`src/rtl/systimer_pkg.sv`:
```
// systimer_pkg: register map, widths, FSM states and byte-merge helper for the system timer.
// SYSTIMER_IRQ_EN selects whether CTRL bit2 (IRQEN) is implemented.
package systimer_pkg;
  localparam int ADDR_W = 32;
  localparam int DATA_W = 32;
  localparam logic [1:0] REG_CTRL = 2'd0;
  localparam logic [1:0] REG_CNT = 2'd1;
  localparam logic [1:0] REG_CMP = 2'd2;
  localparam logic [1:0] REG_STAT = 2'd3;
  localparam int CTRL_EN = 0;
  localparam int CTRL_AUTOCLR = 1;
  localparam int CTRL_IRQEN = 2;
  localparam int STAT_MATCH = 0;
  localparam logic [DATA_W-1:0] CMP_RST = 32'hFFFF_FFFF;
`ifdef SYSTIMER_IRQ_EN
  localparam logic [DATA_W-1:0] CTRL_MASK = 32'h7;
`else
  localparam logic [DATA_W-1:0] CTRL_MASK = 32'h3;
`endif
  typedef enum logic [1:0] {IDLE, WACK, RRESP} state_t;
  function automatic logic [DATA_W-1:0] merge(input logic [DATA_W-1:0] old,
                                              input logic [DATA_W-1:0] wd,
                                              input logic [DATA_W/8-1:0] strb);
    logic [DATA_W-1:0] r;
    for (int i = 0; i < DATA_W / 8; i++) r[8*i+:8] = strb[i] ? wd[8*i+:8] : old[8*i+:8];
    return r;
  endfunction
endpackage

```
`src/rtl/systimer_if.sv`:
```
// systimer_if: AXI-lite style bus (AW, W, AR, R; no B) between a master and the timer.
interface systimer_if;
  import systimer_pkg::*;
  logic [ADDR_W-1:0] awaddr;
  logic awvalid, awready;
  logic [DATA_W-1:0] wdata;
  logic [3:0] wstrb;
  logic wvalid, wready;
  logic [ADDR_W-1:0] araddr;
  logic arvalid, arready;
  logic [DATA_W-1:0] rdata;
  logic rvalid, rready;
  modport master(output awaddr, awvalid, wdata, wstrb, wvalid, araddr, arvalid, rready,
                 input awready, wready, arready, rdata, rvalid);
  modport slave(input awaddr, awvalid, wdata, wstrb, wvalid, araddr, arvalid, rready,
                output awready, wready, arready, rdata, rvalid);
endinterface

```
`src/rtl/systimer_cnt.sv`:
```
// systimer_cnt: free-running counter, compare register and sticky MATCH flag.
module systimer_cnt
  import systimer_pkg::*;
(
  input  logic clk,
  input  logic rst_n,
  input  logic en,
  input  logic autoclr,
  input  logic cnt_we,
  input  logic cmp_we,
  input  logic match_clr,
  input  logic [DATA_W-1:0] cnt_wd,
  input  logic [DATA_W-1:0] cmp_wd,
  output logic [DATA_W-1:0] cnt,
  output logic [DATA_W-1:0] cmp,
  output logic match
);
  logic hit;
  assign hit = en && cnt == cmp;
  // Software writes beat both auto-clear and increment; a hardware set beats W1C.
  always_ff @(posedge clk or negedge rst_n)
    if (!rst_n) begin
      cnt <= '0;
      cmp <= CMP_RST;
      match <= 1'b0;
    end else begin
      cnt <= cnt_we ? cnt_wd : (hit && autoclr) ? '0 : cnt + {{(DATA_W-1){1'b0}}, en};
      cmp <= cmp_we ? cmp_wd : cmp;
      match <= hit || (match && !match_clr);
    end
endmodule

```
`src/rtl/systimer.sv`:
```
// systimer: bus responder FSM and CTRL register around systimer_cnt.
// Define SYSTIMER_IRQ_EN to implement CTRL.IRQEN and drive irq_o.
module systimer
  import systimer_pkg::*;
(
  input  logic clk,
  input  logic rst_n,
  systimer_if.slave systimer_axi,
  output logic irq_o
);
  state_t state, state_n;
  logic [DATA_W-1:0] ctrl, cnt, cmp, rdata_q, rmux, cnt_wd, cmp_wd;
  logic [1:0] wsel, raddr;
  logic match, rvalid_q, wr, rd, rload, rdone, unused_addr;
  always_comb begin
    wsel = systimer_axi.awaddr[3:2];
    wr = state == IDLE && systimer_axi.awvalid && systimer_axi.wvalid;
    rd = state == IDLE && systimer_axi.arvalid && !wr;
    rload = state == RRESP && !rvalid_q;
    rdone = state == RRESP && rvalid_q && systimer_axi.rready;
    state_n = (state == WACK || rdone) ? IDLE : wr ? WACK : rd ? RRESP : state;
    rmux = raddr == REG_CTRL ? ctrl : raddr == REG_CNT ? cnt : raddr == REG_CMP ? cmp :
           {{(DATA_W-1){1'b0}}, match};
    cnt_wd = merge(cnt, systimer_axi.wdata, systimer_axi.wstrb);
    cmp_wd = merge(cmp, systimer_axi.wdata, systimer_axi.wstrb);
  end
  always_ff @(posedge clk or negedge rst_n)
    if (!rst_n) state <= IDLE;
    else state <= state_n;
  // First RRESP cycle acks the address and loads rdata, so rvalid rises two edges after arvalid.
  always_ff @(posedge clk or negedge rst_n)
    if (!rst_n) begin
      raddr <= '0;
      rdata_q <= '0;
      rvalid_q <= 1'b0;
      ctrl <= '0;
    end else begin
      if (rd) raddr <= systimer_axi.araddr[3:2];
      if (rload) rdata_q <= rmux;
      rvalid_q <= rload || (rvalid_q && !rdone);
      if (wr && wsel == REG_CTRL) ctrl <= merge(ctrl, systimer_axi.wdata, systimer_axi.wstrb) & CTRL_MASK;
    end
  assign systimer_axi.awready = state == WACK;
  assign systimer_axi.wready = state == WACK;
  assign systimer_axi.arready = rload;
  assign systimer_axi.rvalid = rvalid_q;
  assign systimer_axi.rdata = rdata_q;
  assign unused_addr = ^{systimer_axi.awaddr[ADDR_W-1:4], systimer_axi.awaddr[1:0],
                         systimer_axi.araddr[ADDR_W-1:4], systimer_axi.araddr[1:0]};
`ifdef SYSTIMER_IRQ_EN
  assign irq_o = match & ctrl[CTRL_IRQEN];
`else
  assign irq_o = 1'b0;
`endif
  systimer_cnt u_cnt (
    .clk(clk),
    .rst_n(rst_n),
    .en(ctrl[CTRL_EN]),
    .autoclr(ctrl[CTRL_AUTOCLR]),
    .cnt_we(wr && wsel == REG_CNT),
    .cmp_we(wr && wsel == REG_CMP),
    .match_clr(wr && wsel == REG_STAT && systimer_axi.wstrb[0] && systimer_axi.wdata[STAT_MATCH]),
    .cnt_wd(cnt_wd),
    .cmp_wd(cmp_wd),
    .cnt(cnt),
    .cmp(cmp),
    .match(match)
  );
endmodule

```
`src/flat_wrapper.sv`:
```
// flat-port wrapper written by rule: the top's interface ports become plain ports
module systimer_flat import systimer_pkg::*;
  (clk, rst_n, irq_o, systimer_axi_awaddr, systimer_axi_awvalid, systimer_axi_wdata, systimer_axi_wstrb, systimer_axi_wvalid, systimer_axi_araddr, systimer_axi_arvalid, systimer_axi_rready, systimer_axi_awready, systimer_axi_wready, systimer_axi_arready, systimer_axi_rdata, systimer_axi_rvalid);
  systimer_if systimer_axi_i ();
  input  logic clk;
  input  logic rst_n;
  output logic irq_o;
  input wire logic [$bits(systimer_axi_i.awaddr)-1:0] systimer_axi_awaddr;
  input wire logic [$bits(systimer_axi_i.awvalid)-1:0] systimer_axi_awvalid;
  input wire logic [$bits(systimer_axi_i.wdata)-1:0] systimer_axi_wdata;
  input wire logic [$bits(systimer_axi_i.wstrb)-1:0] systimer_axi_wstrb;
  input wire logic [$bits(systimer_axi_i.wvalid)-1:0] systimer_axi_wvalid;
  input wire logic [$bits(systimer_axi_i.araddr)-1:0] systimer_axi_araddr;
  input wire logic [$bits(systimer_axi_i.arvalid)-1:0] systimer_axi_arvalid;
  input wire logic [$bits(systimer_axi_i.rready)-1:0] systimer_axi_rready;
  output wire logic [$bits(systimer_axi_i.awready)-1:0] systimer_axi_awready;
  output wire logic [$bits(systimer_axi_i.wready)-1:0] systimer_axi_wready;
  output wire logic [$bits(systimer_axi_i.arready)-1:0] systimer_axi_arready;
  output wire logic [$bits(systimer_axi_i.rdata)-1:0] systimer_axi_rdata;
  output wire logic [$bits(systimer_axi_i.rvalid)-1:0] systimer_axi_rvalid;
  assign systimer_axi_i.awaddr = systimer_axi_awaddr;
  assign systimer_axi_i.awvalid = systimer_axi_awvalid;
  assign systimer_axi_i.wdata = systimer_axi_wdata;
  assign systimer_axi_i.wstrb = systimer_axi_wstrb;
  assign systimer_axi_i.wvalid = systimer_axi_wvalid;
  assign systimer_axi_i.araddr = systimer_axi_araddr;
  assign systimer_axi_i.arvalid = systimer_axi_arvalid;
  assign systimer_axi_i.rready = systimer_axi_rready;
  assign systimer_axi_awready = systimer_axi_i.awready;
  assign systimer_axi_wready = systimer_axi_i.wready;
  assign systimer_axi_arready = systimer_axi_i.arready;
  assign systimer_axi_rdata = systimer_axi_i.rdata;
  assign systimer_axi_rvalid = systimer_axi_i.rvalid;
  systimer u_core (.clk(clk), .rst_n(rst_n), .systimer_axi(systimer_axi_i), .irq_o(irq_o));
endmodule
```
`config.mk`:
```
export PLATFORM = sky130hd
export DESIGN_NAME = systimer_flat
export DESIGN_NICKNAME = d
export VERILOG_FILES = /design/src/rtl/systimer_pkg.sv /design/src/rtl/systimer_if.sv /design/src/rtl/systimer_cnt.sv /design/src/rtl/systimer.sv /design/src/flat_wrapper.sv
export SDC_FILE = /design/constraint.sdc
export NUM_CORES = 1
export LEC_CHECK = 0
export ABC_AREA = 1
export CAP_MARGIN = 20
export CORE_UTILIZATION = 41
export DETAILED_ROUTE_END_ITERATION = 10
export PLACE_DENSITY = 0.79
export SLEW_MARGIN = 20
export SYNTH_ARGS = -nofsm -noshare
export SYNTH_HDL_FRONTEND = slang
export SYNTH_SLANG_ARGS = --single-unit
```
`constraint.sdc`:
```
create_clock -name clk -period 1.82 [get_ports clk]
set_input_delay 0.182 -clock clk [delete_from_list [all_inputs] [get_ports clk]]
set_output_delay 0.182 -clock clk [all_outputs]
set_load 0.01 [all_outputs]
```
==> results.sh <==
export IMPL_place_congestion=0.9074
export IMPL_relSlewSlack=0.5791
export IMPL_nNetsFinal=1108
export IMPL_drive_gt1_frac=0.2070
export IMPL_final_period_utilization=1.010
export IMPL_hpwl_mm=13.08
export IMPL_vias=6201
export IMPL_drc_errors=0
export IMPL_hold_path_class="primary input to async pin"
export IMPL_synth_compound_area_frac=0.1569
export IMPL_grt_pass1_vias=6044
export IMPL_postSynth_asyncResetShare=1.000
export IMPL_wl_met2_mm=8.617
export IMPL_slew_violations=0
export IMPL_timing_setup_tns_ps=-95.27
export IMPL_ios=143
export IMPL_synth_top_family_by_area="simple AND/OR/NAND/NOR gates"
export IMPL_power_density_nw_per_um2=1608
export IMPL_first_iter_violations=535
export IMPL_p_leak_nw=3.990
export IMPL_cpPeakStageDelay_ps=530
export IMPL_worstPathMaxFanout=32
export IMPL_chipWidth_um=124.7
export IMPL_cts_sinks=104
export IMPL_cts_root_buffer="clkbuf_16"
export IMPL_area_delta_synth_final_pct=34.06
export IMPL_cts_htree_levels=3
export IMPL_drt_pass1_iterations=5
export IMPL_synth_main_ff_cell="dfrtp_1"
export IMPL_core_um2=14590
export IMPL_cp_start_kind="flip-flop"
export IMPL_min_period_ps=1838
export IMPL_crit_required_ps=2070
export IMPL_rows=44
export IMPL_port_buffers=81
export IMPL_yosys_warnings=0
export IMPL_ir_drop_uv=731.3
export IMPL_top_layer_used="met4"
export IMPL_fmax_mhz=544.1
export IMPL_synth_top_area_share=0.2920
export IMPL_antenna_cells=0
export IMPL_fill_cells=1273
export IMPL_avgSynthCellArea_um2=7.277
export IMPL_crit_type="flip-flop to flip-flop"
export IMPL_antenna_left=0
export IMPL_setup_ws_ps=-17.86
export IMPL_synth_xor_area_share=0.01561
export IMPL_synth_area_mux_share=0.01642
export IMPL_cp_cell_sequence="inv_1, nand2_1, nand2_1, nor2_1, nand2_1, nor2_2, nand2_1, nor2_2, nand3_4, buf_12, nand2_1, a21oi_2"
export IMPL_grt_pass1_wl_mm=29.64
export IMPL_grt_overflow=0
export IMPL_die_height_um=124.7
export IMPL_syn_nets=956
export IMPL_crit_top_cell="nand2_1"
export IMPL_die_area_um2=15550
export IMPL_synth_edf_count=0
export IMPL_report_final_setup_viol=9
export IMPL_start_util=0.4230
export IMPL_yosys_area_top_type="dfrtp_1"
export IMPL_rsz0062_at_grt="yes"
export IMPL_ys_seq_area_frac=0.4282
export IMPL_grt_max_degree=105
export IMPL_outcome="finished with violations"
export IMPL_clock_path_buffers=2
export IMPL_synthAdderAreaFrac=0.004055
export IMPL_grt_util_all_layers=0.2385
export IMPL_finalHoldViolations=0
export IMPL_cts_tree="done"
export IMPL_wl_mm=18.07
export IMPL_final_cell_mix="232 x nand2_1, 112 x nor2_1, 85 x buf_4"
export IMPL_holdWs_ps=390.7
export IMPL_wl_per_cell_um=15.20
export IMPL_final_common_cell="nand2_1"
export IMPL_tightest_slew_ps=631.3
export IMPL_wl_met1_mm=7.880
export IMPL_cp_end_kind="flip-flop"
export IMPL_violations="negative setup slack"
export IMPL_worstSkewPairLatency_ps=360
export IMPL_drv_cap=0
export IMPL_cp_top_family="simple AND/OR/NAND/NOR gates"
export IMPL_synth_top_cells_by_area="dfrtp_1 29%, nand2_1 14%, dfstp_2 14%"
export IMPL_cts_made_buffers=9
export IMPL_viasPerCell=5.215
export IMPL_rrSetupSlack_ps=-20
export IMPL_met3_length_um=961
export IMPL_finClkSkew_ps=10.32
export IMPL_synth_area_um2=6171
export IMPL_register_area_um2=2646
export IMPL_ys_types=41
export IMPL_synth_seq_cells=104
export IMPL_netlist_instances=848
export IMPL_multiInputGateArea_um2=3169
export IMPL_path_buf_inv=2
export IMPL_synthSimpleGateAreaFrac=0.2976
export IMPL_antenna_found_initial=0
export IMPL_clk_pin_slew_ps=70
export IMPL_cpMaxStageDelayCell="dfstp_2"
export IMPL_arrival_ps=2080
-- tightest hold or removal path, stage by stage --
cell	delay (ps)
dlygate4sd3_1	530
buf_4	110
buf_12	360
-- cells in the mapped netlist (all sizes together) (10+ instances only) --
master,count
dfrtp,72
a2bb2oi,10
o22ai,23
nand2,245
clkbuf,17
dfstp,32
a21oi,83
nand3,31
o21ai,55
buf,16
inv,85
nor2,129
nor3,12
-- state kept, by name, indices dropped and copies added, names as in the netlist --
signal / cells
u_core.ctrl: 2
u_core.raddr: 2
u_core.state: 2
u_core.systimer_axi.rdata: 32
u_core.systimer_axi.rvalid: 1
u_core.u_cnt.cmp: 32
u_core.u_cnt.cnt: 32
u_core.u_cnt.match: 1
-- cells by family (layout without fill, tap and decap cells) --
logic type                 after synthesis  count (layout)
other                                    1               1
buffers and inverters                  119             276
and+or+nand+nor                        428             428
adders and majority gates                2               2
muxes                                    9               9
AOI/OAI and AO/OA                      174             174
xor gates and xnor gates                11              11
DFF                                    104             104
-- worst paths after layout --
check                                             startpoint                       endpoint  cells past startpoint
worst max-delay path                    u_core.u_cnt.cmp[13]           u_core.u_cnt.cnt[16]                     12
worst min-delay path                                   rst_n  u_core.systimer_axi.rdata[26]                      3
worst max register to register          u_core.u_cnt.cmp[13]           u_core.u_cnt.cnt[16]                     12
worst min register to register  u_core.systimer_axi.rdata[3]   u_core.systimer_axi.rdata[3]                      2
max in group asynchronous                              rst_n           u_core.u_cnt.cnt[16]                      3
min in group clk                      systimer_axi_wdata[19]           u_core.u_cnt.cmp[19]                      3
-- power by group --
| part | switching (mW) | internal [mW] |
|---|---|---|
| Sequential | 0.989 | 3.68 |
| Clock | 0.865 | 1.10 |
| Combinational | 3.46 | 3.21 |
| Total | 5.32 | 7.99 |
-- per-stage QoR --
stage / utilization / total power, mW / cells / setup slack (ps) / area (um2)
4_1_cts: 0.5606 / 13.19 / 1188 / -24.19 / 8179
2_1_floorplan: - / 8.039 / 848 / 122.8 / 6171
5_1_grt: 0.5671 / 14.25 / 1189 / -104.1 / 8273
3_3_place_gp: 0.5343 / 10.87 / 1167 / -150.0 / 7795
6_report: 0.5671 / 13.30 / 1189 / -17.86 / 8273
3_5_place_dp: 0.5343 / 11.06 / 1167 / -214.3 / 7795
-- final cells by class --
cell class | instances | share of cell area
tap | 184 | 0.02783
inverter | 86 | 0.03932
clock inverter | 4 | 0.005445
timing repair buffer | 174 | 0.1946
sequential | 104 | 0.3199
multi-input combinational | 625 | 0.3831
clock buffer | 12 | 0.02979
-- what timing repair did --
item | 4_1_cts | 5_1_grt
resized for setup | 14 | 24
pin swaps | 6 | 8
hold buffers | 1 | 0
endpoints found under the hold margin | 72 | 0
setup endpoints to repair | 24 | 50
buffers inserted | 4 | 1
-- routing by layer --
| metal | global-route usage | vias up |
|---|---|---|
| met5 | 0 | - |
| met4 | 0.1120 | 0 |
| met3 | 0.02964 | 41 |
| met2 | 0.3897 | 216 |
| met1 | 0.3141 | 2901 |
| li1 | - | 3043 |
(Power assumes the default switching activity.)
